--- config.mk ---
export PLATFORM = sky130hd
export DESIGN_NAME = dot_product_unit
export DESIGN_NICKNAME = d
export VERILOG_FILES = /design/src/rtl/dot_product_unit_pkg.sv /design/src/rtl/dot_product_unit_adder_tree.sv /design/src/rtl/dot_product_unit.sv
export SDC_FILE = /design/constraint.sdc
export NUM_CORES = 1
export LEC_CHECK = 0
export CELL_PAD_IN_SITES_DETAIL_PLACEMENT = 1
export CELL_PAD_IN_SITES_GLOBAL_PLACEMENT = 2
export CORE_MARGIN = 4
export CORE_UTILIZATION = 40
export CTS_BUF_LIST = sky130_fd_sc_hd__clkbuf_2 sky130_fd_sc_hd__clkbuf_4 sky130_fd_sc_hd__clkbuf_8
export CTS_CLUSTER_DIAMETER = 120
export DETAILED_ROUTE_END_ITERATION = 16
export PLACE_DENSITY_LB_ADDON = 0.1
export SYNTH_ARGS = -nofsm -noshare
export SYNTH_HDL_FRONTEND = slang
export SYNTH_HIERARCHICAL = 1
export SYNTH_SLANG_ARGS = --single-unit
--- constraint.sdc ---
create_clock -name clk -period 3.8 [get_ports clk]
set_clock_uncertainty 0.15 [all_clocks]
set_input_delay 0.76 -clock clk [delete_from_list [all_inputs] [get_ports clk]]
set_output_delay 0.76 -clock clk [all_outputs]
set_load 0.005 [all_outputs]
--- src/rtl/dot_product_unit_pkg.sv ---
// ============================================================================
// dot_product_unit_pkg : shared widths and sum-width helper for the dot-product unit
// Revision 1.0 - initial release
// ============================================================================
`default_nettype none

package dot_product_unit_pkg;

  localparam int ELEM_W = 8;
  localparam int RES_W  = 16;

  // Width of the full-precision sum of SIZE unsigned 16-bit products.
  function automatic int sum_width(input int size);
    return RES_W + $clog2(size);
  endfunction

endpackage

`default_nettype wire

--- src/rtl/dot_product_unit_adder_tree.sv ---
// ============================================================================
// dp_adder_tree : combinational reduction of SIZE 16-bit products to a full-width sum
// Revision 1.0 - initial release
// ============================================================================
`default_nettype none

module dp_adder_tree
  import dot_product_unit_pkg::*;
#(
  parameter int SIZE = 4
) (
  input  logic [SIZE-1:0][RES_W-1:0]    products,
  output logic [sum_width(SIZE)-1:0]    sum
);

  localparam int SUM_W = sum_width(SIZE);

  always_comb begin
    sum = '0;
    for (int i = 0; i < SIZE; i++) begin
      sum = sum + SUM_W'(products[i]);
    end
  end

endmodule

`default_nettype wire

--- src/rtl/dot_product_unit.sv ---
// ============================================================================
// dot_product_unit : two-stage pipelined unsigned 8-bit dot product, 16-bit result + overflow
// Revision 1.0 - initial release
// ============================================================================
`default_nettype none

module dot_product_unit
  import dot_product_unit_pkg::*;
#(
  parameter int SIZE = 4
) (
  input  logic                     clk,
  input  logic                     rst_n,
  input  logic                     in_valid,
  input  logic [ELEM_W*SIZE-1:0]   a,
  input  logic [ELEM_W*SIZE-1:0]   b,
  output logic                     out_valid,
  output logic [RES_W-1:0]         result,
  output logic                     overflow
);

  localparam int SUM_W = sum_width(SIZE);

  logic [SIZE-1:0][RES_W-1:0] prod_next;
  logic [SIZE-1:0][RES_W-1:0] prod_q;
  logic                       valid_q;
  logic [SUM_W-1:0]           sum;
  logic                       sum_ovf;

  generate
    for (genvar i = 0; i < SIZE; i++) begin : g_mul
      assign prod_next[i] = RES_W'(a[i*ELEM_W +: ELEM_W]) * RES_W'(b[i*ELEM_W +: ELEM_W]);
    end
  endgenerate

  // Stage 1: products only load on accepted pairs so idle data cannot leak through.
  always_ff @(posedge clk or negedge rst_n) begin
    if (!rst_n) begin
      prod_q  <= '0;
      valid_q <= 1'b0;
    end else begin
      valid_q <= in_valid;
      if (in_valid) begin
        prod_q <= prod_next;
      end
    end
  end

  dp_adder_tree #(
    .SIZE (SIZE)
  ) u_adder_tree (
    .products (prod_q),
    .sum      (sum)
  );

  generate
    if (SUM_W > RES_W) begin : g_ovf
      assign sum_ovf = |sum[SUM_W-1:RES_W];
    end else begin : g_no_ovf
      assign sum_ovf = 1'b0;
    end
  endgenerate

  // Stage 2: result/overflow hold between valid slots.
  always_ff @(posedge clk or negedge rst_n) begin
    if (!rst_n) begin
      out_valid <= 1'b0;
      result    <= '0;
      overflow  <= 1'b0;
    end else begin
      out_valid <= valid_q;
      if (valid_q) begin
        result   <= sum[RES_W-1:0];
        overflow <= sum_ovf;
      end
    end
  end

endmodule

`default_nettype wire

==> out/qor.txt, run 1 <==
================================================================================
Via count of the first global-routing pass ........................       11,700
Vias ..............................................................       10,200
DRC marker count from the first detailed-route iteration ..........          296
Number of synthesized register bits ...............................           83
Clock tree from TritonCTS .........................................         done
Clock Tree Root ................................................... sky130_fd_sc_hd__clkbuf_8
Vias per cell .....................................................         4.86
Aggregate global routing overflow .................................            0
Number of enable flip-flop cells after synthesis ..................            0
Die Span Y ........................................................       189 um
IR Drop Worst-Case VDD ............................................     0.832 mV
Clock slew at reported path FFs ...................................        90 ps
Gp weighted congestion ............................................        0.841
Number of buffers added by the clock tree synthesis step ..........            9
Crit path DAT .....................................................      4510 ps
Crit path kind .................................................... input pin to register
Reported max-cap violation count ..................................            0
Layout cells sized above 1 ........................................        0.341
Warnings, synthesis ...............................................            6
Least-Margin Pin Slew .............................................      1070 ps
Headroom to the max-slew limit ....................................        0.284
Sequential share of the synthesized area ..........................        0.159
Floorplan die width ...............................................       189 um
DRC viols .........................................................            0
Final Critical Period .............................................      4340 ps
Pin count of the biggest net entering global routing ..............           84
Final #Nets .......................................................        2,072
Prevailing post-synth register cell ............................... sky130_fd_sc_hd__dfrtp_1
DRT antenna net count .............................................            0
Final Slew Violations .............................................            0
Worst hold-check path type ........................................ register to register
Average size of a mapped cell .....................................    9.45 um^2
Netlist area before placement .....................................  13,100 um^2
Overall routed net length .........................................      33.8 mm
Areal power density over the cells ................................  905 nW/um^2
Core area .........................................................  31,900 um^2
Leakage power .....................................................      8.80 nW
Initial core utilization ..........................................        0.410
Diode insertion count for antenna repair ..........................            0
Run status ........................................................ complete, but fails checks
Clock tree buffer depth ...........................................            2
Crit-path max FO ..................................................            3
Latest clock arrival within the worst-skew pair ...................       380 ps
Die footprint .....................................................  35,600 um^2
Wire length of the first global-routing pass ......................      57.8 mm
Top-level port count ..............................................           85
Number of distinct library cells after synthesis ..................           51
Count of TritonRoute iterations in the first routing pass .........            4
Post-route worst hold slack .......................................       341 ps
Sort of element at the end of the critical path ...................     register
Final cycle utilization of the critical path ......................         1.14
Post-synth net total ..............................................        1,787
DP Wirelength .....................................................      28.7 mm
Final setup viols .................................................           34
Setup Slack @ Placement ...........................................     -1430 ps
Share of async-settable or async-resettable flops after synthesis .         1.00
Antenna violations before repair ..................................            0
Growth of design area from synthesis to finish ....................        33.1%
Total routing usage reported by global routing ....................        0.196
Post-Route Utilization ............................................        0.545
Final WS setup ....................................................      -537 ps
Maximum frequency from static timing analysis .....................    0.231 GHz
Synth Instances ...................................................        1,383
Hold Violations, Final ............................................            0
Number of clock sinks seen by CTS .................................           83
Wire length per cell ..............................................      16.0 um
Type of origin of the critical path ...............................    input pin
H-tree depth reported by CTS ......................................            3
Violated checks ................................................... negative setup slack
Count of buffers inserted at the top-level ports ..................           84
Core Rows .........................................................           65
Unrepaired setup endpoints after global routing ...................         true
Required time reported for the critical path endpoint .............      3970 ps
================================================================================
-- cells in the mapped netlist (all sizes together) (2+ instances only) --
master   count  area (um^2)
mux2        60          676
a31o         4         35.0
nand2b       8         50.1
a211oi       7         67.6
and2       201         1260
or3          4         25.0
nor2b       10         62.6
nor3b        2         15.0
xnor2       41          359
a21oi       63          330
nand3       12         60.1
dfrtp       83         2080
fa         176         3520
a31oi        9         56.3
clkbuf       5         18.8
xor2         8         70.1
o21ai       30          161
o2bb2ai      3         26.3
nor2        13         48.8
o211ai      11         82.6
ha         161         2010
o2111ai      5         43.8
inv        293         1100
mux2i        3         30.0
o31ai        6         58.8
and3         7         43.8
nand4        4         25.0
o21a         3         22.5
a21o        17          129
o21bai       2         15.0
nor3         8         45.0
buf         10         58.8
a21boi       4         30.0
nand2      104          393
-- logic make-up (layout without fill, tap and decap cells) --
| family | Yosys count | after routing | synth area share |
|---|---|---|---|
| AO/OA/AOI/OAI | 165 | 165 | 0.0822 |
| XOR/XNOR | 49 | 49 | 0.0328 |
| adder cells (fa/ha/maj) | 337 | 337 | 0.424 |
| buffers and inverters | 308 | 598 | 0.0901 |
| flip-flops | 83 | 83 | 0.159 |
| multiplexers | 63 | 63 | 0.0540 |
| AND/OR/NAND/NOR | 378 | 378 | 0.158 |
-- critical path: stages --
cell,delay (ps)
sky130_fd_sc_hd__buf_8,100
sky130_fd_sc_hd__and2_4,150
sky130_fd_sc_hd__fa_1,520
sky130_fd_sc_hd__inv_1,50
sky130_fd_sc_hd__fa_1,470
sky130_fd_sc_hd__inv_1,50
sky130_fd_sc_hd__fa_1,500
sky130_fd_sc_hd__inv_1,50
sky130_fd_sc_hd__fa_1,490
sky130_fd_sc_hd__inv_2,50
sky130_fd_sc_hd__ha_4,270
sky130_fd_sc_hd__o211ai_1,100
sky130_fd_sc_hd__o21ai_2,240
sky130_fd_sc_hd__a31oi_4,130
sky130_fd_sc_hd__or4_1,490
sky130_fd_sc_hd__nand3_1,80
-- cell type report --
class | count | area [um^2]
fill | 3587 | 14500
multi-input combinational | 992 | 11000
timing repair buffer | 289 | 2510
sequential | 83 | 2080
inverter | 293 | 1100
tap | 435 | 544
clock buffer | 10 | 138
clock inverter | 6 | 65.1
-- state kept, by name, summed over array words and instances (netlist names) --
register	cells
out_valid	1
valid_q	1
prod_q	64
result	16
overflow	1
-- placed cells by master (no fill, tap or decap), types with 9 or more instances in the layout --
master	synthesis	routed
sky130_fd_sc_hd__buf_6	2	44
sky130_fd_sc_hd__o21ai_0	25	17
sky130_fd_sc_hd__nor2_1	13	13
sky130_fd_sc_hd__ha_4	0	24
sky130_fd_sc_hd__xnor2_1	41	33
sky130_fd_sc_hd__nand2_1	103	78
sky130_fd_sc_hd__fa_2	0	19
sky130_fd_sc_hd__o21ai_2	3	9
sky130_fd_sc_hd__a21oi_2	4	18
sky130_fd_sc_hd__and2_4	0	46
sky130_fd_sc_hd__a21oi_4	0	12
sky130_fd_sc_hd__clkbuf_8	0	10
sky130_fd_sc_hd__mux2_4	0	20
sky130_fd_sc_hd__buf_4	0	189
sky130_fd_sc_hd__clkdlybuf4s50_1	0	18
sky130_fd_sc_hd__o211ai_1	11	11
sky130_fd_sc_hd__dfrtp_1	83	83
sky130_fd_sc_hd__inv_1	292	267
sky130_fd_sc_hd__a21oi_1	59	33
sky130_fd_sc_hd__a21o_1	16	16
sky130_fd_sc_hd__nand3_1	12	11
sky130_fd_sc_hd__nand2_2	1	20
sky130_fd_sc_hd__ha_1	161	136
sky130_fd_sc_hd__buf_2	5	12
sky130_fd_sc_hd__buf_8	0	10
sky130_fd_sc_hd__inv_2	1	26
sky130_fd_sc_hd__mux2_2	60	40
sky130_fd_sc_hd__and2_1	201	155
sky130_fd_sc_hd__fa_1	176	157
sky130_fd_sc_hd__dlygate4sd2_1	0	9
-- routing by layer --
metal	wire length [um]	track usage
met5	0	0
met4	263	0.0261
met3	723	0.0193
met2	17000	0.347
met1	15700	0.268
-- stage by stage --
stage	cell area (um^2)	TNS, ps	power [mW]	cells
after floorplan	13400	-13270	10.2	1383
after global placement	16100	-49670	13.5	2068
after detailed placement	16100	-52590	13.8	2068
after CTS	16900	-12680	15.5	2100
after global routing	17400	-14920	17.4	2108
final	17400	-11400	15.7	2108
-- what timing repair did --
action,in CTS,in global routing
pin swaps,149,109
buffers inserted,18,14
hold buffers,0,0
resized for setup,428,118
setup endpoints to repair,48,41
-- worst paths after layout --
path | cells after the start | from | endpoint | slack [ps]
worst max-delay path | 16 | b[11] | prod_q[30] | -540
worst min-delay path | 2 | prod_q[29] | prod_q[29] | 340
worst max register to register | 14 | prod_q[37] | overflow | 210
worst min register to register | 2 | prod_q[29] | prod_q[29] | 340
max in group asynchronous | 1 | rst_n | prod_q[41] | 2390
min in group asynchronous | 1 | rst_n | prod_q[0] | 430
-- power breakdown --
group / switching, mW / internal, mW
clock: 0.346 / 0.321
combinational: 6.86 / 6.64
sequential: 0.244 / 1.33
Power figures use the tool's default switching activity.
==> inputs of run 2 (changes only) <==
==> config.mk (replaced) <==
export PLATFORM = sky130hd
export DESIGN_NAME = dot_product_unit
export DESIGN_NICKNAME = d
export VERILOG_FILES = /design/src/rtl/dot_product_unit_pkg.sv /design/src/rtl/dot_product_unit_adder_tree.sv /design/src/rtl/dot_product_unit.sv
export SDC_FILE = /design/constraint.sdc
export NUM_CORES = 1
export LEC_CHECK = 0
export CORE_UTILIZATION = 54
export CTS_BUF_LIST = sky130_fd_sc_hd__clkbuf_2 sky130_fd_sc_hd__clkbuf_4 sky130_fd_sc_hd__clkbuf_8
export CTS_CLUSTER_DIAMETER = 120
export DETAILED_ROUTE_END_ITERATION = 16
export PLACE_DENSITY_LB_ADDON = 0.1
export SYNTH_ARGS = -nofsm -noshare
export SYNTH_HDL_FRONTEND = slang
export SYNTH_SLANG_ARGS = --single-unit
==> out/qor.txt, run 2 <==
================================================================================
Number of enable flip-flop cells after synthesis ..................            0   unchanged
H-tree depth reported by CTS ......................................            3   unchanged
Synth Instances ...................................................        1,459   +5.5%
Hold Violations, Final ............................................            0   unchanged
Initial core utilization ..........................................        0.548   +0.138
Least-Margin Pin Slew .............................................       942 ps   -132 ps
Number of distinct library cells after synthesis ..................           57   +12%
Setup slack of the most critical reg-to-reg path ..................      -220 ps   -430 ps
Floorplan die width ...............................................       159 um   -16%
Number of synthesized register bits ...............................           83   unchanged
DRC marker count from the first detailed-route iteration ..........          446   +51%
Netlist area before placement .....................................  13,300 um^2   +1.6%
Crit path kind .................................................... input pin to register
Endpoint of the worst register-to-register path ...................   result[12]
Pin count of the biggest net entering global routing ..............           72   -14%
Clock tree buffer depth ...........................................            2   unchanged
Growth of design area from synthesis to finish ....................        38.7%
Cells on worst reg2reg path .......................................           16   +2
Type of origin of the critical path ...............................    input pin
Violated checks ................................................... negative setup slack
Vias per cell .....................................................         5.19   +6.8%
Overall routed net length .........................................      32.2 mm   -4.5%
Count of buffers inserted at the top-level ports ..................           84   unchanged
Core Rows .........................................................           57   -12%
Post-Route Utilization ............................................        0.759   +0.214
Most common cell after layout, fill and taps aside ................ sky130_fd_sc_hd__inv_1
Headroom to the max-slew limit ....................................        0.372   +0.0871
Largest register by flop count ....................................       prod_q
Maximum frequency from static timing analysis .....................    0.229 GHz   -0.86%
Die footprint .....................................................  25,200 um^2   -29%
Reported max-cap violation count ..................................            0   unchanged
Final setup viols .................................................           45   +32%
Final Slew Violations .............................................            0   unchanged
Gp weighted congestion ............................................        0.897   +6.7%
Total routing usage reported by global routing ....................        0.262   +0.0662
Layout cells sized above 1 ........................................        0.365   +0.0246
Warnings, synthesis ...............................................            0   -6
Crit path DAT .....................................................      4510 ps   about the same
Crit-path max FO ..................................................            5   +2
Top flop regs ..................................................... prod_q (64), result (16)
Aggregate global routing overflow .................................            0   unchanged
Worst hold-check path type ........................................ input pin to async pin
Number of buffers added by the clock tree synthesis step ..........            9   unchanged
Number of clock sinks seen by CTS .................................           83   unchanged
Latest clock arrival within the worst-skew pair ...................       390 ps   about the same
Final WS setup ....................................................      -575 ps   -37.8 ps
DRT antenna net count .............................................            0   unchanged
Most frequent cells in the layout ................................. sky130_fd_sc_hd__inv_1 (250), sky130_fd_sc_hd__buf_4 (237), sky130_fd_sc_hd__and2_1 (167)
Filler cell count in the final layout .............................        1,729   -52%
Clock slew at reported path FFs ...................................        90 ps   about the same
Prevailing post-synth register cell ............................... sky130_fd_sc_hd__dfrtp_1
Post-synth net total ..............................................        1,864   +4.3%
Final #Nets .......................................................        2,215   +6.9%
Run status ........................................................ complete, but fails checks
Clock tree from TritonCTS .........................................         done
Area share of the largest cell type after synthesis ...............        0.244   -0.0254
Worst reg2reg startpoint ..........................................    prod_q[0]
Max FFs per register ..............................................           64   unchanged
Top-level port count ..............................................           85   unchanged
Sort of element at the end of the critical path ...................     register
Leading cell types by total area after synthesis .................. sky130_fd_sc_hd__fa_1 (24%), sky130_fd_sc_hd__ha_1 (17%), sky130_fd_sc_hd__dfrtp_1 (16%)
Final Critical Period .............................................      4380 ps   +37.8 ps
Average size of a mapped cell .....................................    9.10 um^2   -3.7%
Wire length per cell ..............................................      15.1 um   -5.9%
Antenna violations before repair ..................................            0   unchanged
Final cycle utilization of the critical path ......................         1.15   +0.00994
Cell with the most instances after synthesis ...................... sky130_fd_sc_hd__inv_1
List of most frequent post-synthesis cells ........................ sky130_fd_sc_hd__inv_1 (281), sky130_fd_sc_hd__and2_1 (218), sky130_fd_sc_hd__ha_1 (176)
Area leader, netlist .............................................. sky130_fd_sc_hd__fa_1
DP Wirelength .....................................................      25.4 mm   -12%
Diode insertion count for antenna repair ..........................            0   unchanged
Required time reported for the critical path endpoint .............      3930 ps   -40 ps
Clock Tree Root ................................................... sky130_fd_sc_hd__clkbuf_8
Core area .........................................................  24,200 um^2   -24%
Share of async-settable or async-resettable flops after synthesis .         1.00   unchanged
Via count of the first global-routing pass ........................       12,000   +2.6%
Number of hold-repair buffers added at the cts stage ..............            0   unchanged
Footprint of the multi-input gates ................................  11,700 um^2   +7.0%
Wire length of the first global-routing pass ......................      54.7 mm   -5.4%
Footprint of the flip-flops and latches ...........................    2080 um^2   about the same
DRC viols .........................................................            0   unchanged
Die Span Y ........................................................       159 um   -16%
Aggregate negative setup slack ....................................   -16,020 ps   -4620 ps
Count of TritonRoute iterations in the first routing pass .........            4   unchanged
Unrepaired setup endpoints after global routing ...................         true
Sequential share of the synthesized area ..........................        0.156   -0.00253
Vias ..............................................................       11,100   +8.4%
================================================================================
[run 2: changes by cell type after synthesis, sizes merged, moves of 14 or more]
cell	change
mux2	-35
o21a	+18
ha	+15
fa	-14
and2	+17
nor3	+19
a21oi	-21
nand2	-15
nor2	+38
o21ai	+29
[run 2: worst max-delay path by stage]
stage                      from  cells past startpoint          to  slack, ps
after floorplan            b[2]                     15  prod_q[13]       -810
after global placement    a[19]                     16  prod_q[44]      -1430
after detailed placement  b[29]                     14  prod_q[60]      -1440
after CTS                  a[5]                     16  prod_q[13]       -650
after global routing      b[19]                     18  prod_q[47]       -710
final                     b[19]                     18  prod_q[45]       -580
[run 2: area by class of cell]
cell class | instances | area share
Inverter | 281 | 0.0573
Timing Repair Buffer | 355 | 0.159
Tap cell | 324 | 0.0220
Multi-Input combinational cell | 1080 | 0.637
Clock buffer | 10 | 0.00713
Clock inverter | 6 | 0.00482
Sequential cell | 83 | 0.113
[run 2: what timing repair did]
action                     CTS  global route
buffers inserted            19             9
setup endpoints to repair   54            53
gates resized for setup    430           163
pin swaps                  180           153
[run 2: kinds of logic (layout without fill, tap and decap cells)]
family,count (synthesis),after routing,synth area share
flops,83,83,0.156
xor+xnor,43,43,0.0284
mux,32,32,0.0268
fa+ha+maj,338,338,0.410
simple gates,448,448,0.181
buf+inv,296,652,0.0837
compound gates,219,219,0.113
[run 2: through the flow]
step | cells | hold WS, ps | area (um^2) | worst slack (ps)
final | 2139 | 321 | 18400 | -575
after global routing | 2139 | 378 | 18400 | -714
after CTS | 2133 | 336 | 17700 | -646
after detailed placement | 2098 | 317 | 16700 | -1440
after global placement | 2098 | 314 | 16700 | -1430
after floorplan | 1459 | 279 | 13600 | -810
[run 2: layer usage]
metal,up-vias,wire length [um],track usage
met4,0,602,0.0609
met1,5526,13500,0.324
met5,-,0,0
met2,130,17500,0.485
met3,41,609,0.0295
li1,5396,-,-
[run 2: critical path, cell delays in order]
cell and delay [ps]:
sky130_fd_sc_hd__buf_8 100, sky130_fd_sc_hd__and2_4 150, sky130_fd_sc_hd__fa_1 550, sky130_fd_sc_hd__inv_2 40, sky130_fd_sc_hd__fa_1 560, sky130_fd_sc_hd__inv_2 40
sky130_fd_sc_hd__fa_1 500, sky130_fd_sc_hd__inv_1 50, sky130_fd_sc_hd__fa_1 490, sky130_fd_sc_hd__inv_2 40, sky130_fd_sc_hd__ha_4 260, sky130_fd_sc_hd__buf_6 90
sky130_fd_sc_hd__o21ai_2 50, sky130_fd_sc_hd__a21oi_2 200, sky130_fd_sc_hd__o21ai_2 110, sky130_fd_sc_hd__o21ai_1 150, sky130_fd_sc_hd__xnor2_1 90, sky130_fd_sc_hd__mux2_4 260
Power of run 2 is not shown: default switching activity piles up to over one toggle a cycle in this logic, so the estimate is an artifact.
==> inputs of run 3 (changes only) <==
--- a/config.mk
+++ b/config.mk
@@ -7,9 +7,10 @@
 export LEC_CHECK = 0
 export CORE_UTILIZATION = 54
 export CTS_BUF_LIST = sky130_fd_sc_hd__clkbuf_2 sky130_fd_sc_hd__clkbuf_4 sky130_fd_sc_hd__clkbuf_8
-export CTS_CLUSTER_DIAMETER = 120
+export CTS_CLUSTER_DIAMETER = 40
 export DETAILED_ROUTE_END_ITERATION = 16
 export PLACE_DENSITY_LB_ADDON = 0.1
 export SYNTH_ARGS = -nofsm -noshare
 export SYNTH_HDL_FRONTEND = slang
+export SYNTH_HIERARCHICAL = 1
 export SYNTH_SLANG_ARGS = --single-unit
==> out/qor.txt, run 3 (synthesized netlist as in run 1, its figures left out) <==
============================================================================
Run status .................................................... complete, but fails checks
Violated checks ............................................... negative setup slack
Clock slew at reported path FFs ...............................        80 ps   about the same
Worst hold-check path type .................................... input pin to async pin
DRT antenna net count .........................................            0   unchanged
Post-route worst hold slack ...................................       340 ps   +19.0 ps
Number of buffers added by the clock tree synthesis step ......            9   unchanged
Final #Nets ...................................................        2,061   -7.0%
Areal power density over the cells ............................  889 nW/um^2
Required time reported for the critical path endpoint .........      3950 ps   +20 ps
Number of clock sinks seen by CTS .............................           83   unchanged
Count of buffers inserted at the top-level ports ..............           84   unchanged
Via count of the first global-routing pass ....................       10,500   -12%
Top-level port count ..........................................           85   unchanged
Final WS setup ................................................      -506 ps   +69.2 ps
Die footprint .................................................  24,800 um^2   -1.6%
Cell-by-cell trace of the critical path ....................... buf_8, and2_4, fa_1, inv_1, fa_1, inv_2, fa_1, inv_1, fa_1, inv_2, ha_4, o211ai_1, o21ai_2, a31oi_2, or4_4, nand3_2
Count of TritonRoute iterations in the first routing pass .....            5   +1
Clock tree from TritonCTS .....................................         done
Filler cell count in the final layout .........................        1,752   +1.3%
Overall routed net length .....................................      28.7 mm   -11%
Placed cells ..................................................        1,943   -7.4%
Core Rows .....................................................           56   -1.8%
IR Drop Worst-Case VDD ........................................      1.13 mV
Sw power ......................................................      7.20 mW
Max incr delay on CP ..........................................       520 ps   -40 ps
Crit path kind ................................................ input pin to register
Final Slew Violations .........................................            0   unchanged
Gp weighted congestion ........................................        0.867   -3.4%
Floorplan die width ...........................................       158 um   -0.79%
Most common cell on crit path ................................. sky130_fd_sc_hd__fa_1
Final setup viols .............................................           34   -24%
Latest clock arrival within the worst-skew pair ...............       370 ps   -20 ps
Top flop regs ................................................. prod_q (64), result (16)
Layout cells sized above 1 ....................................        0.333   -0.0326
Placed instance area ..........................................  15,900 um^2   -4.7%
Pin count of the biggest net entering global routing ..........           67   -6.9%
Vias per cell .................................................         5.12   -1.3%
Vias ..........................................................       10,100   -8.6%
Final Non-Filler Cells ........................................        1,981   -7.4%
Antenna violations before repair ..............................            0   unchanged
Wire length per cell ..........................................      14.5 um   -3.8%
Crit-path max FO ..............................................            3   -2
Unrepaired setup endpoints after global routing ...............         true
Wire length of the first global-routing pass ..................      48.6 mm   -11%
Final Critical Period .........................................      4310 ps   -69.2 ps
Sw Share ......................................................        0.472
DRC marker count from the first detailed-route iteration ......          356   -20%
Int Pwr .......................................................      8.06 mW
Diode insertion count for antenna repair ......................            0   unchanged
Clock Tree Root ............................................... sky130_fd_sc_hd__clkbuf_8
Aggregate global routing overflow .............................            0   unchanged
Total routing usage reported by global routing ................        0.245   -0.0173
Least-Margin Pin Slew .........................................       845 ps   -96.9 ps
Aggregate negative setup slack ................................   -11,070 ps   +4950 ps
Crit path DAT .................................................      4460 ps   -50 ps
Initial core utilization ......................................        0.553   +0.00578
Cell class contributing the biggest share of worst-path delay .  adder cells
Hold Violations, Final ........................................            0   unchanged
Final cycle utilization of the critical path ..................         1.13   -0.0182
Type of origin of the critical path ...........................    input pin
Part of the total power dissipated in sequential elements .....        0.102
Core area .....................................................  23,600 um^2   -2.6%
Leakage power .................................................      8.70 nW
Buf+Inv Stages, Crit Path .....................................            5   -1
Sort of element at the end of the critical path ...............     register
Headroom to the max-slew limit ................................        0.437   +0.0653
Most common cell after layout, fill and taps aside ............ sky130_fd_sc_hd__inv_1
Most frequent cells in the layout ............................. sky130_fd_sc_hd__inv_1 (267), sky130_fd_sc_hd__buf_4 (170), sky130_fd_sc_hd__and2_1 (160)
Post-layout total power .......................................      15.3 mW
Setup Slack @ Placement .......................................     -1400 ps   +36.4 ps
Fraction of power consumed by combinational cells .............        0.858
Max FFs per register ..........................................           64   unchanged
Number of hold-repair buffers added at the cts stage ..........            0   unchanged
Clock tree buffer depth .......................................            2   unchanged
Die Span Y ....................................................       158 um   -0.79%
Post-route design area ........................................  17,200 um^2   -6.8%
Maximum frequency from static timing analysis .................    0.232 GHz   +1.6%
Post-Route Utilization ........................................        0.727   -0.0326
Reported max-cap violation count ..............................            0   unchanged
H-tree depth reported by CTS ..................................            3   unchanged
DRC viols .....................................................            0   unchanged
Growth of design area from synthesis to finish ................        31.4%
Largest register by flop count ................................       prod_q
Clock network fraction of total power .........................        0.039
DP Wirelength .................................................      23.9 mm   -6.0%
Highest-delay cell along the critical path .................... sky130_fd_sc_hd__fa_1
============================================================================
[run 3: cell types whose count changed in the layout (fill, tap and decap cells not counted), moves of 10 or more]
cell,previous run,this run
sky130_fd_sc_hd__o21ai_0,31,18
sky130_fd_sc_hd__nand2_2,10,21
sky130_fd_sc_hd__buf_2,25,12
sky130_fd_sc_hd__nor2_1,42,12
sky130_fd_sc_hd__fa_1,147,159
sky130_fd_sc_hd__o21a_1,21,3
sky130_fd_sc_hd__mux2_2,16,43
sky130_fd_sc_hd__a21oi_1,16,30
sky130_fd_sc_hd__inv_1,250,267
sky130_fd_sc_hd__and2_4,51,41
sky130_fd_sc_hd__ha_4,39,25
sky130_fd_sc_hd__buf_4,237,170
sky130_fd_sc_hd__xnor2_1,24,35
[run 3: final timing paths]
check	from	endpoint	slack [ps]	cells after the start
setup / recovery	b[11]	prod_q[30]	-510	16
hold / removal	rst_n	prod_q[0]	340	1
setup reg to reg	prod_q[33]	result[13]	160	13
hold reg to reg	prod_q[4]	prod_q[4]	340	2
max in group asynchronous	rst_n	prod_q[27]	2440	2
min in group clk	prod_q[4]	prod_q[4]	340	2
[run 3: per-layer routing]
layer	routed length, um	GRT usage	vias up
li1	-	-	4924
met1	13000	0.324	5054
met4	301	0.0435	0
met5	0	0	-
met3	881	0.0352	30
met2	14500	0.429	134
[run 3: final cells by class]
| class | instances | area (um^2) | share of cell area |
|---|---|---|---|
| Sequential cell | 83 | 2080 | 0.121 |
| Clock buffer | 11 | 151 | 0.00882 |
| Tap cell | 319 | 399 | 0.0233 |
| Inverter | 293 | 1100 | 0.0641 |
| Timing Repair Buffer | 278 | 2460 | 0.143 |
| Clock inverter | 5 | 35.0 | 0.00204 |
| Multi-Input combinational cell | 992 | 10900 | 0.637 |
[run 3: power groups by stage]
stage | sequential, mW | combinational (mW) | clock [mW]
2_1_floorplan | 1.49 | 8.73 | 0
3_3_place_gp | 1.56 | 11.5 | 0
3_5_place_dp | 1.58 | 11.7 | 0
4_1_cts | 1.56 | 12.5 | 0.612
5_1_grt | 1.61 | 14.5 | 0.643
6_report | 1.56 | 13.1 | 0.601
[run 3: worst reg2reg max path, stage by stage, from the launching register on]
cell and delay [ps]:
sky130_fd_sc_hd__dfrtp_1 390, sky130_fd_sc_hd__inv_2 120, sky130_fd_sc_hd__fa_1 420, sky130_fd_sc_hd__inv_1 80, sky130_fd_sc_hd__fa_1 420, sky130_fd_sc_hd__ha_1 240, sky130_fd_sc_hd__fa_2 410, sky130_fd_sc_hd__a21oi_2 190
sky130_fd_sc_hd__o21ai_2 120, sky130_fd_sc_hd__a2111oi_4 340, sky130_fd_sc_hd__nor3_2 100, sky130_fd_sc_hd__buf_4 140, sky130_fd_sc_hd__xor2_1 130, sky130_fd_sc_hd__mux2_2 260
[run 3: repair_timing]
action	4_1_cts	5_1_grt
gates cloned	0	0
resized for setup	379	161
setup endpoints to repair	46	43
pin swaps	105	120
buffers inserted	14	15
